<file path="config.mk">
export PLATFORM = sky130hd
export DESIGN_NAME = bomb_module_flat
export DESIGN_NICKNAME = d
export VERILOG_FILES = /design/src/rtl/bomb_module_if.sv /design/src/rtl/bomb_module.sv /design/src/flat_wrapper.sv
export SDC_FILE = /design/constraint.sdc
export NUM_CORES = 1
export LEC_CHECK = 0
export ABC_AREA = 1
export BUFFER_PORTS_ARGS = -buffer_cell sky130_fd_sc_hd__buf_2
export CORE_ASPECT_RATIO = 0.75
export CORE_MARGIN = 4
export CORE_UTILIZATION = 34
export CTS_CLUSTER_SIZE = 14
export DETAILED_ROUTE_END_ITERATION = 10
export PLACE_DENSITY = 0.59
export SLEW_MARGIN = 10
export SYNTH_ARGS = -nofsm -noshare
export SYNTH_HDL_FRONTEND = slang
export SYNTH_SLANG_ARGS = --single-unit
</file>
<file path="constraint.sdc">
create_clock -name clk -period 6.71 [get_ports clk]
set_input_delay 0.671 -clock clk [delete_from_list [all_inputs] [get_ports clk]]
set_output_delay 0.671 -clock clk [all_outputs]
set_load 0.02 [all_outputs]
</file>
<file path="src/rtl/bomb_module_if.sv">
// Signal bundle between the bomberman sprite/VGA side and the bomb block.
//   x, y          : current VGA pixel location
//   x_b, y_b      : bomberman sprite top-left (hitbox top is y_b+8)
//   A             : bomb button, level, already debounced
//   gameover      : lives have reached zero
//   bomb_on       : pixel lies inside the armed bomb tile
//   exp_on        : pixel lies inside the explosion cross
//   bomb_active   : bomb is armed (fuse running)
//   exp_active    : explosion is being displayed
//   bomb_col/row  : latched tile coordinates of the bomb
//   fuse_frame    : bomb animation frame
//   state_dbg     : raw FSM state (0 idle, 1 armed, 2 explode, 3 cool)
// There is no handshake here: all inputs are levels sampled every clock, and
// all outputs are continuously valid.
interface bomb_module_if;
    logic [9:0] x;
    logic [9:0] y;
    logic [9:0] x_b;
    logic [9:0] y_b;
    logic       A;
    logic       gameover;
    logic       bomb_on;
    logic       exp_on;
    logic       bomb_active;
    logic       exp_active;
    logic [5:0] bomb_col;
    logic [4:0] bomb_row;
    logic [1:0] fuse_frame;
    logic [1:0] state_dbg;

    modport master (
        output x, y, x_b, y_b, A, gameover,
        input  bomb_on, exp_on, bomb_active, exp_active,
        input  bomb_col, bomb_row, fuse_frame, state_dbg
    );

    modport slave (
        input  x, y, x_b, y_b, A, gameover,
        output bomb_on, exp_on, bomb_active, exp_active,
        output bomb_col, bomb_row, fuse_frame, state_dbg
    );
endinterface

</file>
<file path="src/rtl/bomb_module.sv">
// Bomb placement and timing for the bomberman arena.
// A rising edge on the bomb button in IDLE snaps a bomb to the 16x16 tile
// under the sprite hitbox centre, then the FSM runs fuse -> explosion ->
// cooldown. Per-pixel bomb_on / exp_on feed the display mux; tile position
// and status feed the collision and lives logic.
//   clk   : system clock
//   reset : synchronous, active-high reset
//   bus   : bomb_module_if slave modport (see interface file)
module bomb_module #(
    parameter int unsigned FUSE_CYCLES = 150000000,
    parameter int unsigned EXP_CYCLES  = 25000000,
    parameter int unsigned COOL_CYCLES = 5000000,
    parameter int unsigned RANGE       = 2,
    parameter int unsigned UP_LEFT_X   = 48,
    parameter int unsigned UP_LEFT_Y   = 32
) (
    input  logic          clk,
    input  logic          reset,
    bomb_module_if.slave  bus
);

    typedef enum logic [1:0] {
        IDLE    = 2'd0,
        ARMED   = 2'd1,
        EXPLODE = 2'd2,
        COOL    = 2'd3
    } state_t;

    // Arena is 33 columns (0..32) by 26 rows (0..25).
    localparam int unsigned LAST_COL = 32;
    localparam int unsigned LAST_ROW = 25;

    localparam int unsigned MAX_FE  = (FUSE_CYCLES > EXP_CYCLES) ? FUSE_CYCLES : EXP_CYCLES;
    localparam int unsigned MAX_CYC = (MAX_FE > COOL_CYCLES) ? MAX_FE : COOL_CYCLES;
    localparam int          TW      = (MAX_CYC > 1) ? $clog2(MAX_CYC) : 1;

    localparam logic [TW-1:0] FUSE_LAST = TW'(FUSE_CYCLES - 1);
    localparam logic [TW-1:0] EXP_LAST  = TW'(EXP_CYCLES - 1);
    localparam logic [TW-1:0] COOL_LAST = TW'(COOL_CYCLES - 1);

    // The animation frame is tracked with its own divider instead of dividing
    // the timer, so no constant divider is needed on the 28-bit timer.
    localparam int unsigned     FRAME_DIV  = (FUSE_CYCLES / 8 > 0) ? FUSE_CYCLES / 8 : 1;
    localparam int              FW         = (FRAME_DIV > 1) ? $clog2(FRAME_DIV) : 1;
    localparam logic [FW-1:0]   FRAME_LAST = FW'(FRAME_DIV - 1);

    state_t          state;
    logic [TW-1:0]   timer;
    logic [FW-1:0]   frame_cnt;
    logic [1:0]      fuse_frame_q;
    logic            a_d;
    logic            bomb_active_q;
    logic            exp_active_q;
    logic [5:0]      col_q;
    logic [4:0]      row_q;

    logic            a_rise;
    logic [9:0]      snap_x;
    logic [9:0]      snap_y;

    assign a_rise = bus.A & ~a_d;
    // Hitbox centre: +8 in x, hitbox top (y_b+8) plus half a tile in y.
    assign snap_x = bus.x_b + 10'd8  - 10'(UP_LEFT_X);
    assign snap_y = bus.y_b + 10'd16 - 10'(UP_LEFT_Y);

    always_ff @(posedge clk) begin
        if (reset) begin
            state         <= IDLE;
            timer         <= '0;
            frame_cnt     <= '0;
            fuse_frame_q  <= 2'd0;
            a_d           <= 1'b0;
            bomb_active_q <= 1'b0;
            exp_active_q  <= 1'b0;
            col_q         <= 6'd0;
            row_q         <= 5'd0;
        end else begin
            a_d <= bus.A;
            if (bus.gameover) begin
                // Game over wins over any expiry in the same cycle.
                state         <= IDLE;
                timer         <= '0;
                frame_cnt     <= '0;
                fuse_frame_q  <= 2'd0;
                bomb_active_q <= 1'b0;
                exp_active_q  <= 1'b0;
                col_q         <= 6'd0;
                row_q         <= 5'd0;
            end else begin
                case (state)
                    IDLE: begin
                        if (a_rise) begin
                            state         <= ARMED;
                            timer         <= '0;
                            frame_cnt     <= '0;
                            fuse_frame_q  <= 2'd0;
                            bomb_active_q <= 1'b1;
                            col_q         <= snap_x[9:4];
                            row_q         <= snap_y[8:4];
                        end
                    end
                    ARMED: begin
                        if (timer == FUSE_LAST) begin
                            state         <= EXPLODE;
                            timer         <= '0;
                            frame_cnt     <= '0;
                            fuse_frame_q  <= 2'd0;
                            bomb_active_q <= 1'b0;
                            exp_active_q  <= 1'b1;
                        end else begin
                            timer <= timer + 1'b1;
                            if (frame_cnt == FRAME_LAST) begin
                                frame_cnt    <= '0;
                                fuse_frame_q <= fuse_frame_q + 2'd1;
                            end else begin
                                frame_cnt <= frame_cnt + 1'b1;
                            end
                        end
                    end
                    EXPLODE: begin
                        if (timer == EXP_LAST) begin
                            state        <= COOL;
                            timer        <= '0;
                            exp_active_q <= 1'b0;
                        end else begin
                            timer <= timer + 1'b1;
                        end
                    end
                    COOL: begin
                        // Button edges here are dropped, even on the last cycle.
                        if (timer == COOL_LAST) begin
                            state <= IDLE;
                            timer <= '0;
                        end else begin
                            timer <= timer + 1'b1;
                        end
                    end
                    default: begin
                        state <= IDLE;
                        timer <= '0;
                    end
                endcase
            end
        end
    end

    // Pixel-level bomb tile test (11-bit so the +16 edge cannot wrap).
    logic [10:0] tile_x0;
    logic [10:0] tile_y0;
    logic [10:0] px;
    logic [10:0] py;

    assign tile_x0 = 11'(UP_LEFT_X) + {1'b0, col_q, 4'b0000};
    assign tile_y0 = 11'(UP_LEFT_Y) + {2'b00, row_q, 4'b0000};
    assign px      = {1'b0, bus.x};
    assign py      = {1'b0, bus.y};

    assign bus.bomb_on = bomb_active_q
                       && (px >= tile_x0) && (px < tile_x0 + 11'd16)
                       && (py >= tile_y0) && (py < tile_y0 + 11'd16);

    // Explosion cross in tile space. Distances are taken as magnitudes so
    // nothing below tile 0 can wrap into range.
    logic [9:0] dx;
    logic [9:0] dy;
    logic [5:0] pc;
    logic [5:0] pr;
    logic [5:0] row6;
    logic [5:0] dc;
    logic [5:0] dr;
    logic       in_arena;
    logic       centre;
    logic       h_arm;
    logic       v_arm;

    always_comb begin
        dx       = bus.x - 10'(UP_LEFT_X);
        dy       = bus.y - 10'(UP_LEFT_Y);
        pc       = dx[9:4];
        pr       = dy[9:4];
        row6     = {1'b0, row_q};
        dc       = (pc >= col_q) ? (pc - col_q) : (col_q - pc);
        dr       = (pr >= row6)  ? (pr - row6)  : (row6 - pr);
        in_arena = (bus.x >= 10'(UP_LEFT_X)) && (bus.y >= 10'(UP_LEFT_Y))
                && (pc <= 6'(LAST_COL)) && (pr <= 6'(LAST_ROW));
        centre   = (pc == col_q) && (pr == row6);
        // Odd rows/columns have pillars next to the bomb, blocking that arm.
        h_arm    = (pr == row6)  && (dc <= 6'(RANGE)) && !row_q[0];
        v_arm    = (pc == col_q) && (dr <= 6'(RANGE)) && !col_q[0];
    end

    assign bus.exp_on      = exp_active_q && in_arena && (centre || h_arm || v_arm);
    assign bus.bomb_active = bomb_active_q;
    assign bus.exp_active  = exp_active_q;
    assign bus.bomb_col    = col_q;
    assign bus.bomb_row    = row_q;
    assign bus.fuse_frame  = fuse_frame_q;
    assign bus.state_dbg   = state;

endmodule

</file>
<file path="src/flat_wrapper.sv">
// flat-port wrapper written by rule: the top's interface ports become plain ports
module bomb_module_flat 
#(
    parameter int unsigned FUSE_CYCLES = 150000000,
    parameter int unsigned EXP_CYCLES  = 25000000,
    parameter int unsigned COOL_CYCLES = 5000000,
    parameter int unsigned RANGE       = 2,
    parameter int unsigned UP_LEFT_X   = 48,
    parameter int unsigned UP_LEFT_Y   = 32
)
  (clk, reset, bus_x, bus_y, bus_x_b, bus_y_b, bus_A, bus_gameover, bus_bomb_on, bus_exp_on, bus_bomb_active, bus_exp_active, bus_bomb_col, bus_bomb_row, bus_fuse_frame, bus_state_dbg);
  bomb_module_if bus_i ();
  input  logic clk;
  input  logic reset;
  input wire logic [$bits(bus_i.x)-1:0] bus_x;
  input wire logic [$bits(bus_i.y)-1:0] bus_y;
  input wire logic [$bits(bus_i.x_b)-1:0] bus_x_b;
  input wire logic [$bits(bus_i.y_b)-1:0] bus_y_b;
  input wire logic [$bits(bus_i.A)-1:0] bus_A;
  input wire logic [$bits(bus_i.gameover)-1:0] bus_gameover;
  output wire logic [$bits(bus_i.bomb_on)-1:0] bus_bomb_on;
  output wire logic [$bits(bus_i.exp_on)-1:0] bus_exp_on;
  output wire logic [$bits(bus_i.bomb_active)-1:0] bus_bomb_active;
  output wire logic [$bits(bus_i.exp_active)-1:0] bus_exp_active;
  output wire logic [$bits(bus_i.bomb_col)-1:0] bus_bomb_col;
  output wire logic [$bits(bus_i.bomb_row)-1:0] bus_bomb_row;
  output wire logic [$bits(bus_i.fuse_frame)-1:0] bus_fuse_frame;
  output wire logic [$bits(bus_i.state_dbg)-1:0] bus_state_dbg;
  assign bus_i.x = bus_x;
  assign bus_i.y = bus_y;
  assign bus_i.x_b = bus_x_b;
  assign bus_i.y_b = bus_y_b;
  assign bus_i.A = bus_A;
  assign bus_i.gameover = bus_gameover;
  assign bus_bomb_on = bus_i.bomb_on;
  assign bus_exp_on = bus_i.exp_on;
  assign bus_bomb_active = bus_i.bomb_active;
  assign bus_exp_active = bus_i.exp_active;
  assign bus_bomb_col = bus_i.bomb_col;
  assign bus_bomb_row = bus_i.bomb_row;
  assign bus_fuse_frame = bus_i.fuse_frame;
  assign bus_state_dbg = bus_i.state_dbg;
  bomb_module #(.FUSE_CYCLES(FUSE_CYCLES), .EXP_CYCLES(EXP_CYCLES), .COOL_CYCLES(COOL_CYCLES), .RANGE(RANGE), .UP_LEFT_X(UP_LEFT_X), .UP_LEFT_Y(UP_LEFT_Y)) u_core (.clk(clk), .reset(reset), .bus(bus_i));
endmodule
</file>
* Yosys cells after proc, flatten, opt, wreduce, memory -nomap -nowiden
Cells that the tools add are included.
Word-level totals: word-level logic and storage cells 108, bits in registers 71
Operators by class: bitwise operators 2, magnitude comparators 12, add/subtract/negate cells 17, reductions and logical operators 28, muxes and demuxes 26, eq/ne operators 14
Operators with widths (number):
- $mux W28 | 4
- $pmux W28 S4 | 1
- $mux W25 | 3
- $pmux W25 S2 | 1
- $sub A10 B6 Y10 const B | 3
- $add A28 B1 Y28 const B | 1
- $eq A28 B23 Y1 const B | 1
- $eq A28 B25 Y1 const B | 1
- $eq A28 B28 Y1 const B | 1
- $add A25 B1 Y25 const B | 1
- $eq A25 B25 Y1 const B | 1
- $add A11 B5 Y11 const B | 2
- $ge A10 B11 Y1 | 2
- $lt A10 B11 Y1 | 2
- $ge A10 B6 Y1 const B | 2
- $logic_and A1 B1 Y1 | 14
- $mux W2 | 7
- $le A6 B2 Y1 const B | 2
- $mux W6 | 2
- $sub A6 B6 Y6 | 2
- $add A6 B10 Y11 const A | 1
- $add A10 B4 Y10 const B | 1
- $add A6 B9 Y10 const A | 1
- $add A9 B5 Y9 const B | 1
- other kinds (28) | 42

* Longest topological paths before layout
depth in word-level cells 9, gate-level depth with buffers 19, mapped depth without buffers 18

* Least setup slack after synthesis
No wires, ideal clock.
kind input-to-output, from in bus_y[5], to out bus_exp_on, setup slack 3.425 ns, path buffers 1, arrival time 2.614 ns, stages 16, cells stage by stage inv_1 > ha_1 > xnor2_1 > inv_1 > ha_1 > clkbuf_1 > nand2_1 > nor3_1 > nor2_1 > nor2_1 > nand2_1 > nand2_1 > nand3_1 > a21oi_1 > nand2_1 > inv_1
Between the ends: word-level cells in the longest chain between the ends 8, elaborated cells between the ends (all ways) 21
Ends and longest elaborated chain:
- start: declaration | line flat_wrapper.sv:16 | input wire logic [$bits(bus_i.y)-1:0] bus_y;
- $sub A10 B6 Y10 | line bomb_module.sv:178 | dy = bus.y - 10'(UP_LEFT_Y);
- $sub A5 B6 Y6 (tied with other cells) | line bomb_module.sv:183 | dr = (pr >= row6) ? (pr - row6) : (row6 - pr);
- $mux W6 | line bomb_module.sv:183
- $le A6 B2 Y1 | line bomb_module.sv:189 | v_arm = (pc == col_q) && (dr <= 6'(RANGE)) && !col_q[0];
- $logic_and A1 B1 Y1 (2 in series) | line bomb_module.sv:189
- $logic_or A1 B1 Y1 | line bomb_module.sv:192 | assign bus.exp_on = exp_active_q && in_arena && (centre || h_arm || v_arm);
- $logic_and A1 B1 Y1 (*) | line bomb_module.sv:192
- end: declaration | line flat_wrapper.sv:22 | output wire logic [$bits(bus_i.exp_on)-1:0] bus_exp_on;
Every way passes the cells marked *; elsewhere a longest branch is shown, timed or not.

* Worst setup path in the final report
from in bus_x[4], to out bus_exp_on
Between the ends: word-level cells in the longest chain between the ends 9, elaborated cells between the ends (all ways) 21
Ends and longest elaborated chain:
- start: declaration | line flat_wrapper.sv:15 | input wire logic [$bits(bus_i.x)-1:0] bus_x;
- $sub A10 B6 Y10 | line bomb_module.sv:177 | dx = bus.x - 10'(UP_LEFT_X);
- $sub A6 B6 Y6 or $ge A6 B6 Y1 (tied branches) | line bomb_module.sv:182 | dc = (pc >= col_q) ? (pc - col_q) : (col_q - pc);
- $mux W6 | line bomb_module.sv:182
- $le A6 B2 Y1 | line bomb_module.sv:188 | h_arm = (pr == row6) && (dc <= 6'(RANGE)) && !row_q[0];
- $logic_and A1 B1 Y1 (2 in series) | line bomb_module.sv:188
- $logic_or A1 B1 Y1 (2 in series) | line bomb_module.sv:192
- $logic_and A1 B1 Y1 (*) | line bomb_module.sv:192
Marks and branches as above.

==> reports/results.txt <==
TritonCTS built the clock tree. Area taken by multi-input logic gates: 4160 µm². Measured along the y axis, the die boundary spans 125 µm. For the antenna diode instance count, the log shows 0. The remaining number of nets flagged by the antenna check after routing was 0. The number of slew-limit violations in the final report came out at 0. The tools report the number of global-route vias before repair as 5533. A synthesized cell averages 6.40 µm². The finished layout holds 1266 standard cells, fillers aside. For the finished layout cell area, the log shows 7030 µm². The largest individual stage delay along the critical path comes from the cell ha_1. Setup repair after global routing left no endpoint under its margin.

Walking the worst path, the cells encountered are buf_2 -> ha_1 -> inv_1 -> nand3_1 -> xor2_1 -> ha_1 -> nand2_1 -> nor2_1 -> a21oi_1 -> nand2_1 -> nand2_1 -> nand3_1 -> nand2_1 -> nor2_1 -> nand3_1 -> nand2_1 -> nand2_1 -> inv_1 -> buf_2. The final critical path takes up 55.7% of the cycle. The clock network latency to the later pin of the worst-skew pair came out at 0.34 ns.

The cell type contributing the most total cell area after synthesis was dfxtp_1. Setup total negative slack on the finished layout was measured at 0 ns. Cells with a size suffix above 1 make up 9.67% of the layout. The run gives 1420 µm² as the sequential cell area in the final layout.

The H-tree was split into 3 levels. The last element of the critical path is bus_exp_on. Before CTS, the worst setup slack after placement is 2.97 ns.

After detailed routing, the number of vias per cell comes to 4.76. The logs give 0 for the count of cells resized by post-cts repair and 4.25 ns for the worst reg-to-reg setup slack. The total overflow left after global routing is 0. The DRC violations left came out at 0. Among the stages of the critical path, the cell type that occurs most often is nand2_1.

The logs give 27800 µm for the wire length of the first global-routing pass and 0 for the hold violation total from the final report. After detailed placement, the design holds a cell count of 1250. Synthesis produced a netlist whose cell count is 975.

Critical path data arrival time: 3.07 ns. The run gives 40.9% as the power share of the clock group. The run gives 0 as the max-cap violation count. The tools report the clock root buffer master as clkbuf_16.

For this run, the leading register cell type out of synthesis is dfxtp_1. By area the synthesized netlist is led by dfxtp_1 (23%), nand2_1 (13%), ha_1 (11%), inv_1 (8.6%), nor2_1 (7.3%). The wire-length estimate of the detail-placed layout is 12700 µm.

The number of iterations in the first detailed-routing pass was 5. Synthesis instantiated 42 different standard cells from the library. The area growth from synthesis to layout is 12.5%. The tools report the count of standard-cell rows as 42. For this design the total switching power over the nets is 0.410 mW. The kind of critical path is in2out. The proportion of total power due to net switching came out at 32.3%. Clock edge transition at the registers on the reported setup and hold paths: 0.06 ns.

The initial antenna violation count is 1. The count of routing violations after the opening detailed-route iteration was 418. Global routing used 16.2% of the available tracks across all layers. STA classifies the critical path endpoint as a primary output. Entering global routing, the biggest net connects 33 pins.

Per report_power, the sequential group accounts for 34.6% of the total. The worst-case IR drop observed on VDD is 0.110 mV. The sink count of the clock tree is 71, and the starting density of the core is 35.0%. Overall power consumption after layout is estimated at 1.27 mW. In this run the cell area of the synthesized design comes to 6240 µm². The tools report the final worst clock skew as 0.0118 ns. Number of cells on the worst reg-to-reg path: 11.

The worst hold path begins at u_core.timer[26]. The setup fix buffers added after clock tree synthesis was 0; the post-route worst setup slack was 2.97 ns. For this run, the top clock speed supported by timing is 0.267 GHz.

Type of the worst min-delay path: reg2reg. Largest stage delay on the critical path: 0.40 ns. The die covers 20600 µm². For the total vias in the final route, the log shows 6031.

The flow ran to the end, and the final reports show no timing, DRC or antenna violations. Fraction of registers with async set or reset after synthesis: 0%. The proportion of netlist area held by the largest area contributor works out to 22.8%. At the pin with the least slew margin, the transition time is 1.15 ns. The start of the worst register-to-register path is u_core.bus.state_dbg[0]. The part of the total power dissipated in combinational logic is 24.5%, and the average wire length per cell after detail routing is 13.0 µm.

The final layout contains routed wiring with a total length of 16400 µm. The type of origin of the critical path was a primary input. The quantity of I/O buffers inserted on ports was 54; the internal power summed over all cells was 0.859 mW. For this design, the CTS-stage hold fixing added 0 buffers. The ratio of total power to cell area is 181 nW/µm², and the total placed instance area is 6710 µm². Headroom to the max-slew limit came out at 22.9%. The final critical-path required period is 3.74 ns. The logs give 0.826 for the placer congestion estimate and 9 for the number of buffers created by CTS. The run gives 63 as the count of pins on the block boundary. The width of the chip works out to 164 µm. For this run, the post-layout net count is 1124. The tools report the data required time at the worst endpoint as 6.04 ns. Synthesis inferred 71 register bits. The run gives 1080 as the net count after synthesis.

Counting along the longest clock path gives a buffer depth of 2. The number of enable-type register cells in the synthesized netlist is 0, and the total number of yosys warnings is 0. For this design the static power due to leakage is 3.10 nW.

The tools report the terminus of the critical flop-to-flop path as u_core.frame_cnt[20]. Setup violations remaining at the end of the flow were counted as 0. The critical path startpoint was bus_x[4]. The placeable core region was 17800 µm²; the maximum net fanout on the critical path was 7. The logs give 22.8% for the register area share after synthesis and 1910 for the count of filler cells inserted in the layout.
-- cell usage in the layout, fill, tap and decap left out, types with 4 or more instances in the layout --
cell       instances
xnor2_1           10
nand2_1          216
ha_1              57
buf_2             54
xor2_1            40
nor2_1           121
nand3b_1          16
nand4_1           19
nand2_4            4
nor3_1            30
nand2_2            4
nor4_1             4
dfxtp_1           71
a21oi_1           73
o21ai_0           24
nor2_4             5
inv_1            143
nor2_2             4
nand3_1           80
clkbuf_16          9
fa_1               4
-- registers in the layout (all words and copies together), names as in the netlist --
signal                  cells
u_core.bus.fuse_frame       2
u_core.bus.bomb_col         6
u_core.bus.state_dbg        2
u_core.bus.bomb_active      1
u_core.timer               28
u_core.frame_cnt           25
u_core.a_d                  1
u_core.bus.bomb_row         5
u_core.bus.exp_active       1
-- power groups by stage --
| stage | Clock [mW] | Combinational (mW) | Sequential, mW |
|---|---|---|---|
| after floorplan | 0 | 0.221 | 0.452 |
| after global placement | 0 | 0.305 | 0.449 |
| after detailed placement | 0 | 0.309 | 0.449 |
| after CTS | 0.530 | 0.311 | 0.439 |
| after global routing | 0.548 | 0.356 | 0.440 |
| final | 0.519 | 0.311 | 0.439 |
-- Yosys cell counts (all sizes together), types with 10 or more instances --
cell,count
nand3b,16
clkbuf,12
nand4,19
nor2,130
xnor2,10
nand3,83
ha,57
buf,11
nor3,30
nand2,224
dfxtp,71
a21oi,74
o21ai,25
inv,146
xor2,41
-- metrics by stage --
step	utilization (%)	hold WS, ns
finish	39.4	0.487
global route	39.4	0.506
CTS	39.4	0.488
detailed placement	37.7	0.478
global placement	37.7	0.471
floorplan	-	0.454
-- logic make-up after synthesis --
kind of cell               count (synthesis)  synth area share (%)
and+or+nand+nor                          510                  36.9
AOI/OAI and AO/OA                        113                  9.70
buffers and inverters                    169                  10.7
adders and majority gates                 61                  12.7
xor gates and xnor gates                  51                  7.27
DFF                                       71                  22.8
-- routing by layer --
| layer | vias to the layer above | part of all wire, % | GRT usage, % | wire, µm |
|---|---|---|---|---|
| li1 | 3224 | - | - | - |
| met1 | 2693 | 54 | 25.7 | 8920 |
| met2 | 103 | 40 | 23.2 | 6620 |
| met3 | 9 | 4.8 | 2.96 | 793 |
| met4 | 2 | 0.40 | 1.61 | 65 |
| met5 | - | 0.079 | 0 | 13 |
-- area by class of cell --
type	instances	share of cell area, %
well taps	242	4.31
inverters	146	7.80
clock buffers	11	3.31
multi-input cells	735	59.1
repair buffers	56	4.06
clock inverters	5	1.16
flip-flops and latches	71	20.2
-- critical path, delay by kind of cell --
family	cells	cell delay, ns
buf+inv	4	0.40
simple gates	11	1.09
xor+xnor	1	0.19
compound gates	1	0.11
fa+ha+maj	2	0.61
-- worst min path at each step --
stage | endpoint | slack [ns] | cells after the start
3_3_place_gp | u_core.timer[26] | 0.47 | 2
5_1_grt | u_core.timer[26] | 0.51 | 2
6_report | u_core.timer[26] | 0.49 | 2
3_5_place_dp | u_core.frame_cnt[0] | 0.48 | 2
2_1_floorplan | u_core.frame_cnt[0] | 0.45 | 2
4_1_cts | u_core.frame_cnt[0] | 0.49 | 2
No activity file was read; power rests on OpenSTA's default activity.
